File: config.mk
export PLATFORM = sky130hd
export DESIGN_NAME = snax_tcdm_credit_port_flat
export DESIGN_NICKNAME = d
export VERILOG_FILES = /design/src/rtl/snax_tcdm_credit_port_if.sv /design/src/rtl/snax_tcdm_credit_port.sv /design/src/flat_wrapper.sv
export SDC_FILE = /design/constraint.sdc
export NUM_CORES = 1
export LEC_CHECK = 0
export ABC_CLOCK_PERIOD_IN_PS = 8700
export CELL_PAD_IN_SITES_DETAIL_PLACEMENT = 1
export CELL_PAD_IN_SITES_GLOBAL_PLACEMENT = 2
export CORE_ASPECT_RATIO = 1.75
export CORE_UTILIZATION = 36
export DETAILED_ROUTE_END_ITERATION = 10
export PLACE_DENSITY = 0.87
export SYNTH_ARGS = -nofsm -noshare
export SYNTH_HDL_FRONTEND = slang
export SYNTH_SLANG_ARGS = --single-unit
File: constraint.sdc
create_clock -name clk_i -period 8.7 [get_ports clk_i]
set_clock_uncertainty 0.2 [all_clocks]
set_input_delay 1.305 -clock clk_i [delete_from_list [all_inputs] [get_ports clk_i]]
set_output_delay 1.305 -clock clk_i [all_outputs]
set_load 0.03 [all_outputs]
File: src/rtl/snax_tcdm_credit_port_if.sv
// Bus bundle for snax_tcdm_credit_port: upstream request/response pair plus the
// TCDM request (q) and response (p) channels. slave = the decoupler's view.
interface snax_tcdm_credit_port_if #(
    parameter int unsigned DataWidth = 32,
    parameter int unsigned AddrWidth = 32
);
    localparam int unsigned StrbWidth = DataWidth / 8;

    logic                 req_valid;
    logic                 req_ready;
    logic [AddrWidth-1:0] req_addr;
    logic                 req_write;
    logic [StrbWidth-1:0] req_strb;
    logic [DataWidth-1:0] req_data;

    logic                 rsp_valid;
    logic                 rsp_ready;
    logic [DataWidth-1:0] rsp_data;

    logic                 tcdm_q_valid;
    logic                 tcdm_q_ready;
    logic [AddrWidth-1:0] tcdm_q_addr;
    logic                 tcdm_q_write;
    logic [StrbWidth-1:0] tcdm_q_strb;
    logic [DataWidth-1:0] tcdm_q_data;

    logic                 tcdm_p_valid;
    logic [DataWidth-1:0] tcdm_p_data;

    modport slave (
        input  req_valid, req_addr, req_write, req_strb, req_data,
        output req_ready,
        output rsp_valid, rsp_data,
        input  rsp_ready,
        output tcdm_q_valid, tcdm_q_addr, tcdm_q_write, tcdm_q_strb, tcdm_q_data,
        input  tcdm_q_ready,
        input  tcdm_p_valid, tcdm_p_data
    );

    modport master (
        output req_valid, req_addr, req_write, req_strb, req_data,
        input  req_ready,
        input  rsp_valid, rsp_data,
        output rsp_ready,
        input  tcdm_q_valid, tcdm_q_addr, tcdm_q_write, tcdm_q_strb, tcdm_q_data,
        output tcdm_q_ready,
        output tcdm_p_valid, tcdm_p_data
    );
endinterface

File: src/rtl/snax_tcdm_credit_port.sv
// Request register plus credit-limited response FIFO between one accelerator
// streamer port and one TCDM port; a read is only issued once FIFO space is reserved.
module snax_tcdm_credit_port #(
    parameter int unsigned DataWidth = 32,
    parameter int unsigned AddrWidth = 32,
    parameter int unsigned Depth     = 4,
    parameter int unsigned CntWidth  = $clog2(Depth + 1)
) (
    input  logic                  clk_i,
    input  logic                  rst_i,
    snax_tcdm_credit_port_if.slave bus,
    output logic [CntWidth-1:0]   reserved_o,
    output logic                  idle_o,
    output logic                  err_o
);
    localparam int unsigned StrbWidth = DataWidth / 8;
    localparam int unsigned PtrWidth  = (Depth > 1) ? $clog2(Depth) : 1;
    localparam logic [CntWidth-1:0] DepthCnt = CntWidth'(Depth);
    localparam logic [PtrWidth-1:0] LastPtr  = PtrWidth'(Depth - 1);

    logic                 q_valid_reg;
    logic [AddrWidth-1:0] q_addr_reg;
    logic                 q_write_reg;
    logic [StrbWidth-1:0] q_strb_reg;
    logic [DataWidth-1:0] q_data_reg;

    logic [CntWidth-1:0]  reserved_reg, reserved_next;
    logic [CntWidth-1:0]  count_reg, count_next;
    logic [PtrWidth-1:0]  wr_ptr_reg, wr_ptr_next;
    logic [PtrWidth-1:0]  rd_ptr_reg, rd_ptr_next;
    logic                 err_reg, err_next;
    logic [DataWidth-1:0] mem_q [Depth];

    logic credit_avail;
    logic req_ready;
    logic req_fire;
    logic read_fire;
    logic fifo_full;
    logic fifo_empty;
    logic push;
    logic pop;
    logic overflow;

    function automatic logic [PtrWidth-1:0] ptr_inc(input logic [PtrWidth-1:0] ptr);
        return (ptr == LastPtr) ? '0 : ptr + PtrWidth'(1);
    endfunction

    // Ready looks only at register state and the downstream ready, never at req_valid.
    assign credit_avail = (reserved_reg < DepthCnt);
    assign req_ready    = (!q_valid_reg || bus.tcdm_q_ready) && credit_avail;
    assign req_fire     = bus.req_valid && req_ready;
    assign read_fire    = req_fire && !bus.req_write;

    assign fifo_full  = (count_reg == DepthCnt);
    assign fifo_empty = (count_reg == '0);
    assign pop        = !fifo_empty && bus.rsp_ready;
    // A response into a full FIFO is dropped even if a pop happens in the same cycle.
    assign push       = bus.tcdm_p_valid && !fifo_full;
    assign overflow   = bus.tcdm_p_valid && fifo_full;

    always_ff @(posedge clk_i or posedge rst_i) begin
        if (rst_i) begin
            q_valid_reg <= 1'b0;
            q_addr_reg  <= '0;
            q_write_reg <= 1'b0;
            q_strb_reg  <= '0;
            q_data_reg  <= '0;
        end else if (req_fire) begin
            q_valid_reg <= 1'b1;
            q_addr_reg  <= bus.req_addr;
            q_write_reg <= bus.req_write;
            q_strb_reg  <= bus.req_strb;
            q_data_reg  <= bus.req_data;
        end else if (bus.tcdm_q_ready) begin
            q_valid_reg <= 1'b0;
        end
    end

    always_comb begin
        reserved_next = reserved_reg;
        if (read_fire && !pop) begin
            reserved_next = reserved_reg + CntWidth'(1);
        end else if (pop && !read_fire && (reserved_reg != '0)) begin
            reserved_next = reserved_reg - CntWidth'(1);
        end
    end

    always_comb begin
        count_next  = count_reg;
        wr_ptr_next = wr_ptr_reg;
        rd_ptr_next = rd_ptr_reg;
        err_next    = err_reg || overflow;
        if (push) begin
            wr_ptr_next = ptr_inc(wr_ptr_reg);
        end
        if (pop) begin
            rd_ptr_next = ptr_inc(rd_ptr_reg);
        end
        if (push && !pop) begin
            count_next = count_reg + CntWidth'(1);
        end else if (pop && !push) begin
            count_next = count_reg - CntWidth'(1);
        end
    end

    always_ff @(posedge clk_i or posedge rst_i) begin
        if (rst_i) begin
            reserved_reg <= '0;
            count_reg    <= '0;
            wr_ptr_reg   <= '0;
            rd_ptr_reg   <= '0;
            err_reg      <= 1'b0;
        end else begin
            reserved_reg <= reserved_next;
            count_reg    <= count_next;
            wr_ptr_reg   <= wr_ptr_next;
            rd_ptr_reg   <= rd_ptr_next;
            err_reg      <= err_next;
        end
    end

    // Storage is reset so the head reads as zero out of reset.
    for (genvar gi = 0; gi < Depth; gi++) begin : g_entry
        logic [DataWidth-1:0] entry_reg;
        always_ff @(posedge clk_i or posedge rst_i) begin
            if (rst_i) begin
                entry_reg <= '0;
            end else if (push && (wr_ptr_reg == PtrWidth'(gi))) begin
                entry_reg <= bus.tcdm_p_data;
            end
        end
        assign mem_q[gi] = entry_reg;
    end

    assign bus.req_ready    = req_ready;
    assign bus.tcdm_q_valid = q_valid_reg;
    assign bus.tcdm_q_addr  = q_addr_reg;
    assign bus.tcdm_q_write = q_write_reg;
    assign bus.tcdm_q_strb  = q_strb_reg;
    assign bus.tcdm_q_data  = q_data_reg;
    assign bus.rsp_valid    = !fifo_empty;
    assign bus.rsp_data     = mem_q[rd_ptr_reg];

    assign reserved_o = reserved_reg;
    assign idle_o     = !q_valid_reg && (reserved_reg == '0);
    assign err_o      = err_reg;
endmodule

File: src/flat_wrapper.sv
// flat-port wrapper written by rule: the top's interface ports become plain ports
module snax_tcdm_credit_port_flat 
#(
    parameter int unsigned DataWidth = 32,
    parameter int unsigned AddrWidth = 32,
    parameter int unsigned Depth     = 4,
    parameter int unsigned CntWidth  = $clog2(Depth + 1)
)
  (clk_i, rst_i, reserved_o, idle_o, err_o, bus_req_valid, bus_req_addr, bus_req_write, bus_req_strb, bus_req_data, bus_req_ready, bus_rsp_valid, bus_rsp_data, bus_rsp_ready, bus_tcdm_q_valid, bus_tcdm_q_addr, bus_tcdm_q_write, bus_tcdm_q_strb, bus_tcdm_q_data, bus_tcdm_q_ready, bus_tcdm_p_valid, bus_tcdm_p_data);
  snax_tcdm_credit_port_if #(.DataWidth(DataWidth), .AddrWidth(AddrWidth)) bus_i ();
  input  logic clk_i;
  input  logic rst_i;
  output logic [CntWidth-1:0] reserved_o;
  output logic idle_o;
  output logic err_o;
  input wire logic [$bits(bus_i.req_valid)-1:0] bus_req_valid;
  input wire logic [$bits(bus_i.req_addr)-1:0] bus_req_addr;
  input wire logic [$bits(bus_i.req_write)-1:0] bus_req_write;
  input wire logic [$bits(bus_i.req_strb)-1:0] bus_req_strb;
  input wire logic [$bits(bus_i.req_data)-1:0] bus_req_data;
  output wire logic [$bits(bus_i.req_ready)-1:0] bus_req_ready;
  output wire logic [$bits(bus_i.rsp_valid)-1:0] bus_rsp_valid;
  output wire logic [$bits(bus_i.rsp_data)-1:0] bus_rsp_data;
  input wire logic [$bits(bus_i.rsp_ready)-1:0] bus_rsp_ready;
  output wire logic [$bits(bus_i.tcdm_q_valid)-1:0] bus_tcdm_q_valid;
  output wire logic [$bits(bus_i.tcdm_q_addr)-1:0] bus_tcdm_q_addr;
  output wire logic [$bits(bus_i.tcdm_q_write)-1:0] bus_tcdm_q_write;
  output wire logic [$bits(bus_i.tcdm_q_strb)-1:0] bus_tcdm_q_strb;
  output wire logic [$bits(bus_i.tcdm_q_data)-1:0] bus_tcdm_q_data;
  input wire logic [$bits(bus_i.tcdm_q_ready)-1:0] bus_tcdm_q_ready;
  input wire logic [$bits(bus_i.tcdm_p_valid)-1:0] bus_tcdm_p_valid;
  input wire logic [$bits(bus_i.tcdm_p_data)-1:0] bus_tcdm_p_data;
  assign bus_i.req_valid = bus_req_valid;
  assign bus_i.req_addr = bus_req_addr;
  assign bus_i.req_write = bus_req_write;
  assign bus_i.req_strb = bus_req_strb;
  assign bus_i.req_data = bus_req_data;
  assign bus_req_ready = bus_i.req_ready;
  assign bus_rsp_valid = bus_i.rsp_valid;
  assign bus_rsp_data = bus_i.rsp_data;
  assign bus_i.rsp_ready = bus_rsp_ready;
  assign bus_tcdm_q_valid = bus_i.tcdm_q_valid;
  assign bus_tcdm_q_addr = bus_i.tcdm_q_addr;
  assign bus_tcdm_q_write = bus_i.tcdm_q_write;
  assign bus_tcdm_q_strb = bus_i.tcdm_q_strb;
  assign bus_tcdm_q_data = bus_i.tcdm_q_data;
  assign bus_i.tcdm_q_ready = bus_tcdm_q_ready;
  assign bus_i.tcdm_p_valid = bus_tcdm_p_valid;
  assign bus_i.tcdm_p_data = bus_tcdm_p_data;
  snax_tcdm_credit_port #(.DataWidth(DataWidth), .AddrWidth(AddrWidth), .Depth(Depth), .CntWidth(CntWidth)) u_core (.clk_i(clk_i), .rst_i(rst_i), .bus(bus_i), .reserved_o(reserved_o), .idle_o(idle_o), .err_o(err_o));
endmodule
==> run_results.csv, run 1 <==
group,metric,value,unit
status,status,"finished, final reports clean",
grt,antenna_found_initial,1,
timing,period_share,49.6,%
clocking,postCtsSetupBuffers,0,
drt,avgViaCountPerCell,5.02,
grt,grt_pass1_vias,6456,
die,io_pins,216,
timing,fin_crit,4.32,ns
critical_path,startpoint_type,"register",
layout,fin_area,12400,sq um
die,design.core.area,25300,sq um
pwr,leakage,5.56,nW
clocking,ctsHoldBuffers,0,
critical_path,crit_required,7.19,ns
timing,finalHoldViolCount,0,
drt,drc,0,
grt,grt_pass1_wl,38.2,mm
placed_design,place.port_buffers,215,
synth,yosys.area.top_type,"dfrtp_1",
timing,finalSetupTns,0,ns
clocking,clk_latency,0.51,ns
synth,synthTopCellsByArea,"dfrtp_1 56%, mux2_4 19%, mux2_2 9.3%",
drt,ant_nets,0,
synth,yosysWarningCount,0,
run,maxCapViolCount,0,
critical_path,cp-end-kind,"output pin",
pwr,power_density,451,nW/um^2
layout,drive_gt1_share,36.9,%
drt,dr_total_vias,5405,
timing,report.final.slew_viol_count,0,
grt,grt_usage,19.1,%
critical_path,critPathTopFamily,"buffers and inverters",
critical_path,critPathKind,"reg -> out",
synth,syn_area,9280,sq um
drt,routed_wirelength,24.0,mm
clocking,path_clk_slew,0.06,ns
critical_path,arrival,2.81,ns
clocking,cts_resized,0,
critical_path,slowest_delay,0.65,ns
synth,netlist.area_leader.share,56.3,%
clocking,root_buffer,"clkbuf_16",
clocking,cts_tree,"built",
synth,syn-num-nets,644,
timing,setup_viol,0,
die,initial_core_util,36.6,%
timing,rsz0062_at_grt,"false",
synth,ys_seq_area_share,56.3,%
critical_path,regToRegSetupSlack,6.22,ns
placed_design,dp_hpwl,16.0,mm
layout,layout_common_cells,"215 x clkdlybuf4s50_1, 207 x dfrtp_1, 120 x mux2_4",
clocking,clk_path_buf_depth,3,
die,chipHeight,214,um
timing,max_freq,232,MHz
layout,nNetsFinal,858,
clocking,cts_buffers,22,
critical_path,cp_cell_sequence,"buf_4 -> mux4_2 -> clkdlybuf4s50_1",
layout,syn_to_final_growth,33.2,%
placed_design,placed_cell_area,11700,sq um
critical_path,crit_fanout,27,
die,dieArea,26500,sq um
worst_hold_path,min_path_type,"reg -> reg",
layout,largest_register_ff_count,128,
critical_path,crit_buf_inv,2,
layout,final_common_cell,"clkdlybuf4s50_1",
drt,drt_iter0_drc,198,
clocking,cts_htree_levels,1,
pwr,ir_worst_vdd,0.267,mV
die,rows,77,
timing,slew-limit-headroom,29.1,%
grt,grt_max_degree,126,
synth,synth-seq-cells,209,
grt,grt_overflow,0,
critical_path,cpMaxStageDelayCell,"clkdlybuf4s50_1",
synth,synth.distinct_cells,32,
drt,drt_pass1_iterations,4,
placed_design,gp_congestion,0.770,
synth,syn_inst,529,
synth,postSynthAreaPerCell,17.5,sq um
timing,tightest_slew,1.06,ns
clocking,clock_sinks,209,
drt,wl_per_cell,22.3,um
die,dieWidth,123,um
[kinds of logic (layout without fill, tap and decap cells)]
kind of cell	after synthesis	count (layout)	share of synthesized area, %
mux	229	229	36.5
flops	209	209	56.3
buf+inv	35	265	2.53
simple gates	29	29	1.77
compound gates	16	16	1.31
fa+ha+maj	8	8	1.24
xor+xnor	3	3	0.283
other cells	0	1	0
[metrics by stage]
stage	cells	power, W	util [%]	setup slack [ns]	hold slack [ns]
after CTS	1075	0.00565	48.8	4.29	0.298
after global placement	1035	0.00457	46.0	4.51	0.274
final	1076	0.00557	48.8	4.38	0.283
after global routing	1076	0.00585	48.8	4.20	0.314
after floorplan	529	0.00366	-	1.49	0.274
after detailed placement	1035	0.00468	46.0	4.53	0.270
[cell usage after synthesis]
cell type,number
or3_1,1
o221ai_1,1
nand2b_1,2
clkbuf_1,5
a41oi_1,1
fa_1,2
buf_2,11
a21boi_4,1
nor4_1,1
o21bai_1,2
xor2_1,2
a22oi_1,1
nor3_1,1
a21oi_1,2
a21o_1,1
o21ai_0,4
o31a_1,1
a31o_2,1
nand2_4,4
nor2b_1,2
o31ai_1,1
mux4_2,32
nand2_1,10
dfrtp_1,209
inv_1,7
xnor2_1,1
mux2_2,77
ha_1,6
buf_6,12
nor2_1,7
nor4_2,1
mux2_4,120
[layer usage]
layer	GRT usage [%]	routed length (um)	part of all wire, %	vias to the layer above
met3	2.58	832	3.5	50
li1	-	-	-	2346
met4	8.59	888	3.7	0
met2	35.2	13600	57	115
met1	21.2	8600	36	2894
met5	0	0	0	-
[final timing paths]
path	from	end	cells past startpoint
setup / recovery	u_core.rd_ptr_reg[0]	bus_rsp_data[31]	3
max in group asynchronous	rst_i	u_core.g_entry[0].entry_reg[7]	3
min in group asynchronous	rst_i	u_core.g_entry[2].entry_reg[12]	2
setup reg to reg	u_core.count_reg[0]	u_core.reserved_o[2]	6
hold / removal	u_core.err_o	u_core.err_o	1
hold reg to reg	u_core.err_o	u_core.err_o	1
[where the power goes]
part | switching, W | leakage [nW] | internal, W | total (W)
logic | 0.00132 | 2.73 | 0.00150 | 0.00283
clock network | 0.000390 | 0.355 | 0.000527 | 0.000917
registers | 0.000352 | 2.47 | 0.00147 | 0.00183
total | 0.00207 | 5.56 | 0.00351 | 0.00557
[final cells by class]
type / count / area, sq um
antenna: 1 / 2.50
clock buffer: 31 / 656
clock inverter: 9 / 51.3
fill: 2474 / 13000
inverter: 7 / 33.8
multi-input combinational: 285 / 3820
sequential: 209 / 5230
tap: 316 / 395
timing repair buffer: 218 / 2170
Note: power is estimated with default switching activity, not from simulation.
==> inputs of run 2 (changes only) <==
ABC_CLOCK_PERIOD_IN_PS = 3850   (was 8700)
CORE_UTILIZATION = 32   (was 36)
PLACE_DENSITY = 0.82   (was 0.87)
clock period = 3.85 ns   (was 8.7 ns; I/O delays follow)
==> run 2 against run 1 <==
Net effect: clock power is 120% higher; design area is 1.1% higher; clock-buffer cell count stayed put; die area is 12% higher; final cell count is 6.2% higher; critical path depth stayed put; register-to-register slack worse by 4.8 ns; utilization is 5.1 points lower; hold slack worse by 0.0054 ns; critical path type unchanged.
==> run_results.csv, run 2 (synthesis gave the netlist of run 1 again) <==
group,metric,value,unit
status,status,"finished, final reports clean",
critical_path,slowest_delay,0.70,ns
pwr,p_total,0.0125,W
run,maxCapViolCount,0,
critical_path,crit_cells,3,
clocking,cts_resized,0,
critical_path,crit_buf_inv,2,
timing,max_freq,294,MHz
layout,nNetsFinal,864,
critical_path,cp-startpoint,"u_core.rd_ptr_reg[0]",
grt,gr-usage-met2,29.6,%
layout,fin_area,12500,sq um
critical_path,startpoint_type,"register",
critical_path,arrival,2.63,ns
layout,fillers,2831,
die,rows,82,
critical_path,cp_cell_sequence,"buf_4 -> mux4_2 -> clkdlybuf4s50_1",
drt,drc,0,
timing,finalHoldViolCount,0,
worst_hold_path,hold_start,"u_core.err_o",
critical_path,critPathKind,"reg -> out",
pwr,leakage,5.60,nW
timing,slew-limit-headroom,50.8,%
critical_path,critPathTopFamily,"buffers and inverters",
critical_path,crit_fanout,15,
grt,grt_pass1_wl,36.3,mm
die,dieArea,29700,sq um
clocking,ctsHoldBuffers,0,
grt,grt_most_used_layer,"met2",
critical_path,crit_required,3.07,ns
clocking,path_clk_slew,0.06,ns
placed_design,dp_hpwl,16.5,mm
die,dieWidth,131,um
die,design.core.area,28600,sq um
worst_hold_path,hold-path-cell-count,1,
clocking,cts_htree_levels,1,
drt,avgViaCountPerCell,4.67,
timing,tightest_slew,0.738,ns
grt,met3_usage,2.73,%
layout,layout_common_cells,"215 x clkdlybuf4s50_1, 208 x dfrtp_1, 120 x mux2_4",
drt,drt_pass1_iterations,4,
drt,routed_wirelength,23.9,mm
placed_design,placed_cell_area,11800,sq um
layout,diodes,0,
timing,report.final.slew_viol_count,0,
layout,syn_to_final_growth,34.7,%
grt,grt_pass1_vias,6086,
clocking,clk_path_buf_depth,3,
die,io_pins,216,
timing,rsz0062_at_grt,"false",
grt,antenna_found_initial,1,
grt,grt_overflow,0,
die,chipHeight,227,um
grt,grt_max_degree,81,
critical_path,cp-end-kind,"output pin",
drt,ant_nets,0,
drt,drt_iter0_drc,144,
pwr,power_density,1000,nW/um^2
clocking,root_buffer,"clkbuf_16",
grt,grt_usage,16.3,%
layout,drive_gt1_share,37.0,%
clocking,clock_sinks,209,
timing,finalSetupTns,0,ns
clocking,clk_latency,0.51,ns
grt,use_met1,18.9,%
clocking,cts_tree,"built",
clocking,cts_buffers,22,
timing,period_share,88.4,%
critical_path,cpMaxStageDelayCell,"dfrtp_2",
drt,wl_per_cell,20.9,um
placed_design,place.port_buffers,215,
critical_path,r2r_cells,6,
placed_design,gp_congestion,0.747,
timing,setup_viol,0,
layout,final_common_cell,"clkdlybuf4s50_1",
drt,dr_total_vias,5339,
layout,largest_register_ff_count,128,
die,initial_core_util,32.4,%
critical_path,timing.rr.start,"u_core.count_reg[0]",
pwr,ir_worst_vdd,0.360,mV
clocking,postCtsSetupBuffers,0,
worst_hold_path,min_path_type,"reg -> reg",
timing,fin_crit,3.40,ns
[run 2: final cells by class]
cell class / count / area, sq um / area share, %
Clock buffer: 31 / 636 / 5.08
Sequential cell: 209 / 5230 / 41.8
Clock inverter: 9 / 45.0 / 0.360
Multi-Input combinational cell: 285 / 3820 / 30.5
Inverter: 7 / 30.0 / 0.240
Tap cell: 378 / 473 / 3.78
Timing Repair Buffer: 224 / 2270 / 18.2
[run 2: power breakdown]
group / leakage (nW) / switching, W / internal (W)
clock network: 0.346 / 0.000878 / 0.00115
registers: 2.47 / 0.000730 / 0.00333
logic: 2.78 / 0.00300 / 0.00344
total: 5.60 / 0.00461 / 0.00793
[run 2: final timing paths]
check	to	slack, ns
min in group asynchronous	u_core.g_entry[2].entry_reg[10]	0.34
max	bus_rsp_data[28]	0.45
max reg2reg	u_core.reserved_o[2]	1.42
min reg2reg	u_core.err_o	0.28
max in group asynchronous	u_core.g_entry[1].entry_reg[28]	2.14
min	u_core.err_o	0.28
[run 2: metal layers]
metal	vias to the layer above	part of all wire (%)
li1	2356	-
met1	2827	37
met2	115	56
met3	39	3.9
met4	2	3.0
met5	-	0.054
[run 2: worst register-to-register path, stage by stage (launching register included)]
cell,delay (ns)
dfrtp_1,0.44
o31a_1,0.41
nor4_2,0.28
inv_1,0.15
fa_1,0.44
a41oi_1,0.23
o221ai_1,0.12
[run 2: metrics by stage]
stage	instances	hold WS (ns)	setup WS (ns)	utilization, %
2_1_floorplan	529	0.274	0.358	-
3_3_place_gp	1103	0.261	0.945	41.3
3_5_place_dp	1103	0.260	0.928	41.3
4_1_cts	1143	0.280	0.356	43.7
5_1_grt	1143	0.301	0.299	43.7
6_report	1143	0.277	0.447	43.7
==> RTL change: new RTL, settings of run 1 <==
Reset style: synchronous (`rst_i`), changed in 3 clocked blocks.
--- a/src/rtl/snax_tcdm_credit_port.sv
+++ b/src/rtl/snax_tcdm_credit_port.sv
@@ -58,7 +58,7 @@
     assign push       = bus.tcdm_p_valid && !fifo_full;
     assign overflow   = bus.tcdm_p_valid && fifo_full;
 
-    always_ff @(posedge clk_i or posedge rst_i) begin
+    always_ff @(posedge clk_i) begin
         if (rst_i) begin
             q_valid_reg <= 1'b0;
             q_addr_reg  <= '0;
@@ -103,7 +103,7 @@
         end
     end
 
-    always_ff @(posedge clk_i or posedge rst_i) begin
+    always_ff @(posedge clk_i) begin
         if (rst_i) begin
             reserved_reg <= '0;
             count_reg    <= '0;
@@ -122,7 +122,7 @@
     // Storage is reset so the head reads as zero out of reset.
     for (genvar gi = 0; gi < Depth; gi++) begin : g_entry
         logic [DataWidth-1:0] entry_reg;
-        always_ff @(posedge clk_i or posedge rst_i) begin
+        always_ff @(posedge clk_i) begin
             if (rst_i) begin
                 entry_reg <= '0;
             end else if (push && (wr_ptr_reg == PtrWidth'(gi))) begin
Function: differs if rst_i is asserted again (counterexample within 4 cycles, from zero or initial values and one cycle with rst_i high); with rst_i held inactive, the same outputs for 4 cycles.
==> RTL change against run 1 <==
Design area fell by 10%; core utilization rose by 0.14 points; largest cell class unchanged; worst setup slack improved by 0.16 ns; synthesized cell count rose by 85%; wire length rose by 3.1%; area after synthesis fell by 10%; critical path type is now input pin to output pin; sequential cell count did not move.
Power is not compared: it rests on default switching activity, and its combinational part moved more than twofold at a synthesized area within 25%.
==> RTL change: results (changes against run 1) <==
| Metric | Value |
|---|---|
| Outcome | `completed (unchanged)` |
| First-pass GRT wire length | `39.3 mm (was 38.2 mm)` |
| Post-DP HPWL | `15.5 mm (was 16.0 mm)` |
| P_sw | `0.958 mW` |
| Inverters, non-clock | `6 (was 7)` |
| Crit path launch | `bus_tcdm_q_ready (was u_core.rd_ptr_reg[0])` |
| PortBufs | `215 (unchanged)` |
| # fillers | `2658 (was 2474)` |
| Max incr delay on CP | `0.59 ns (was 0.65 ns)` |
| Worst-Skew Late Latency | `0.48 ns (was 0.51 ns)` |
| Top cells by area, synth | `dfxtp_1 50%, nand2_1 18%, a21oi_1 12%, mux4_2 8.6%, buf_6 2.3% (was dfrtp_1 56%, mux2_4 19%, mux2_2 9.3%, mux4_2 7.8%, buf_6 1.5%)` |
| Vias in the first global route | `7597 (was 6456)` |
| Post-synthesis sequential area ratio | `50.2% (was 56.3%)` |
| Clock network area share | `5.88% (was 5.72%)` |
| Footprint of the multi-input gates | `3710 um2 (was 3820 um2)` |
| CTS Buf Count | `21 (was 22)` |
| Min cycle time layout | `4.16 ns (was 4.32 ns)` |
| Critical path peak fanout | `2 (was 27)` |
| Hold Startpoint | `u_core.g_entry[2].entry_reg[19] (was u_core.err_o)` |
| Crit path capture | `bus_req_ready (was bus_rsp_data[31])` |
| Post-Syn Instances | `979 (was 529)` |
| Dpl ws | `4.53 ns (about the same)` |
| Fraction of area in non-clock buffers | `19.6% (was 17.6%)` |
| Detailed Route Iter0 Violations | `287 (was 198)` |
| Layout cells sized above 1 | `7.24% (was 36.9%)` |
| Via count | `7305 (was 5405)` |
| Primary FF master, synth | `dfxtp_1 (was dfrtp_1)` |
| R2R Setup Slk | `6.04 ns (was 6.22 ns)` |
| Post-Syn Nets | `1094 (was 644)` |
| Worst Tran Pin Value | `1.03 ns (was 1.06 ns)` |
| Signal buffers | `219 (was 218)` |
| Initial antenna violation count | `0 (was 1)` |
| Worst R2R Path Depth | `9 (was 6)` |
| Routability cong. | `0.697 (was 0.770)` |
| Critical Path AT | `2.65 ns (was 2.81 ns)` |
| Asr flop ratio synth | `0% (was 100%)` |
| Placed insts | `1423 (was 1035)` |
| Post-CTS setup buffers | `0 (unchanged)` |
| Origin of the critical flop-to-flop path | `u_core.count_reg[0] (unchanged)` |
| Yosys cell types | `29 (was 32)` |
| Synth top cells by count | `398 x nand2_1, 209 x dfxtp_1, 202 x a21oi_1 (was 209 x dfrtp_1, 120 x mux2_4, 77 x mux2_2)` |
| Via density per instance | `5.00 (was 5.02)` |
| # clk buffers | `32 (was 31)` |
| Antenna fix cells | `0 (was 1)` |
| FF/Latch Area | `4190 um2 (was 5230 um2)` |
| Total track usage | `21.2% (was 19.1%)` |
| VDD IR-drop max | `about 0.00013 V` |
| #MultiIn Comb | `689 (was 285)` |
## RTL change: cell types whose count changed after synthesis, sizes merged, moves of 5 or more
cell           run 1  this run
mux2             197         2
nand2             14       398
a21oi              2       202
dfxtp              0       209
clkbuf             5        38
dfrtp            209         0
nand3              0         5
buf               23        37
## RTL change: per-layer routing
layer	track usage, %	routed length, um
met5	0	0
met4	4.97	440
met2	39.1	13000
met1	23.0	9380
met3	6.48	1860
## RTL change: per-stage QoR
| step | utilization (%) | instance area (um2) |
|---|---|---|
| floorplan | - | 8340 |
| finish | 48.9 | 11100 |
| CTS | 48.9 | 11100 |
| detailed placement | 46.1 | 10500 |
| global placement | 46.1 | 10500 |
| global route | 48.9 | 11100 |
## RTL change: power groups by stage
stage,clock (mW),combinational [mW],sequential (mW)
CTS,0.898,0.877,1.14
detailed placement,0,0.872,1.16
global route,0.935,0.937,1.15
global placement,0,0.863,1.15
finish,0.870,0.857,1.14
floorplan,0,0.483,1.22
## RTL change: how the worst min path moves through the flow
stage | to | slack (ns) | depth (start not counted)
after global routing | u_core.bus.tcdm_q_addr[3] | 0.27 | 2
after global placement | u_core.g_entry[2].entry_reg[17] | 0.24 | 2
after CTS | u_core.g_entry[3].entry_reg[22] | 0.26 | 2
final | u_core.g_entry[2].entry_reg[19] | 0.25 | 2
after floorplan | u_core.g_entry[2].entry_reg[0] | 0.23 | 2
after detailed placement | u_core.g_entry[3].entry_reg[22] | 0.25 | 2
## RTL change: kinds of logic (layout without fill, tap and decap cells)
logic type	Yosys count	after routing	share of synthesized area [%]
xor gates and xnor gates	2	2	0.210
AOI/OAI and AO/OA	208	208	12.8
muxes	37	37	9.28
and+or+nand+nor	434	434	20.7
DFF	209	209	50.2
buffers and inverters	81	262	5.46
adders and majority gates	8	8	1.38
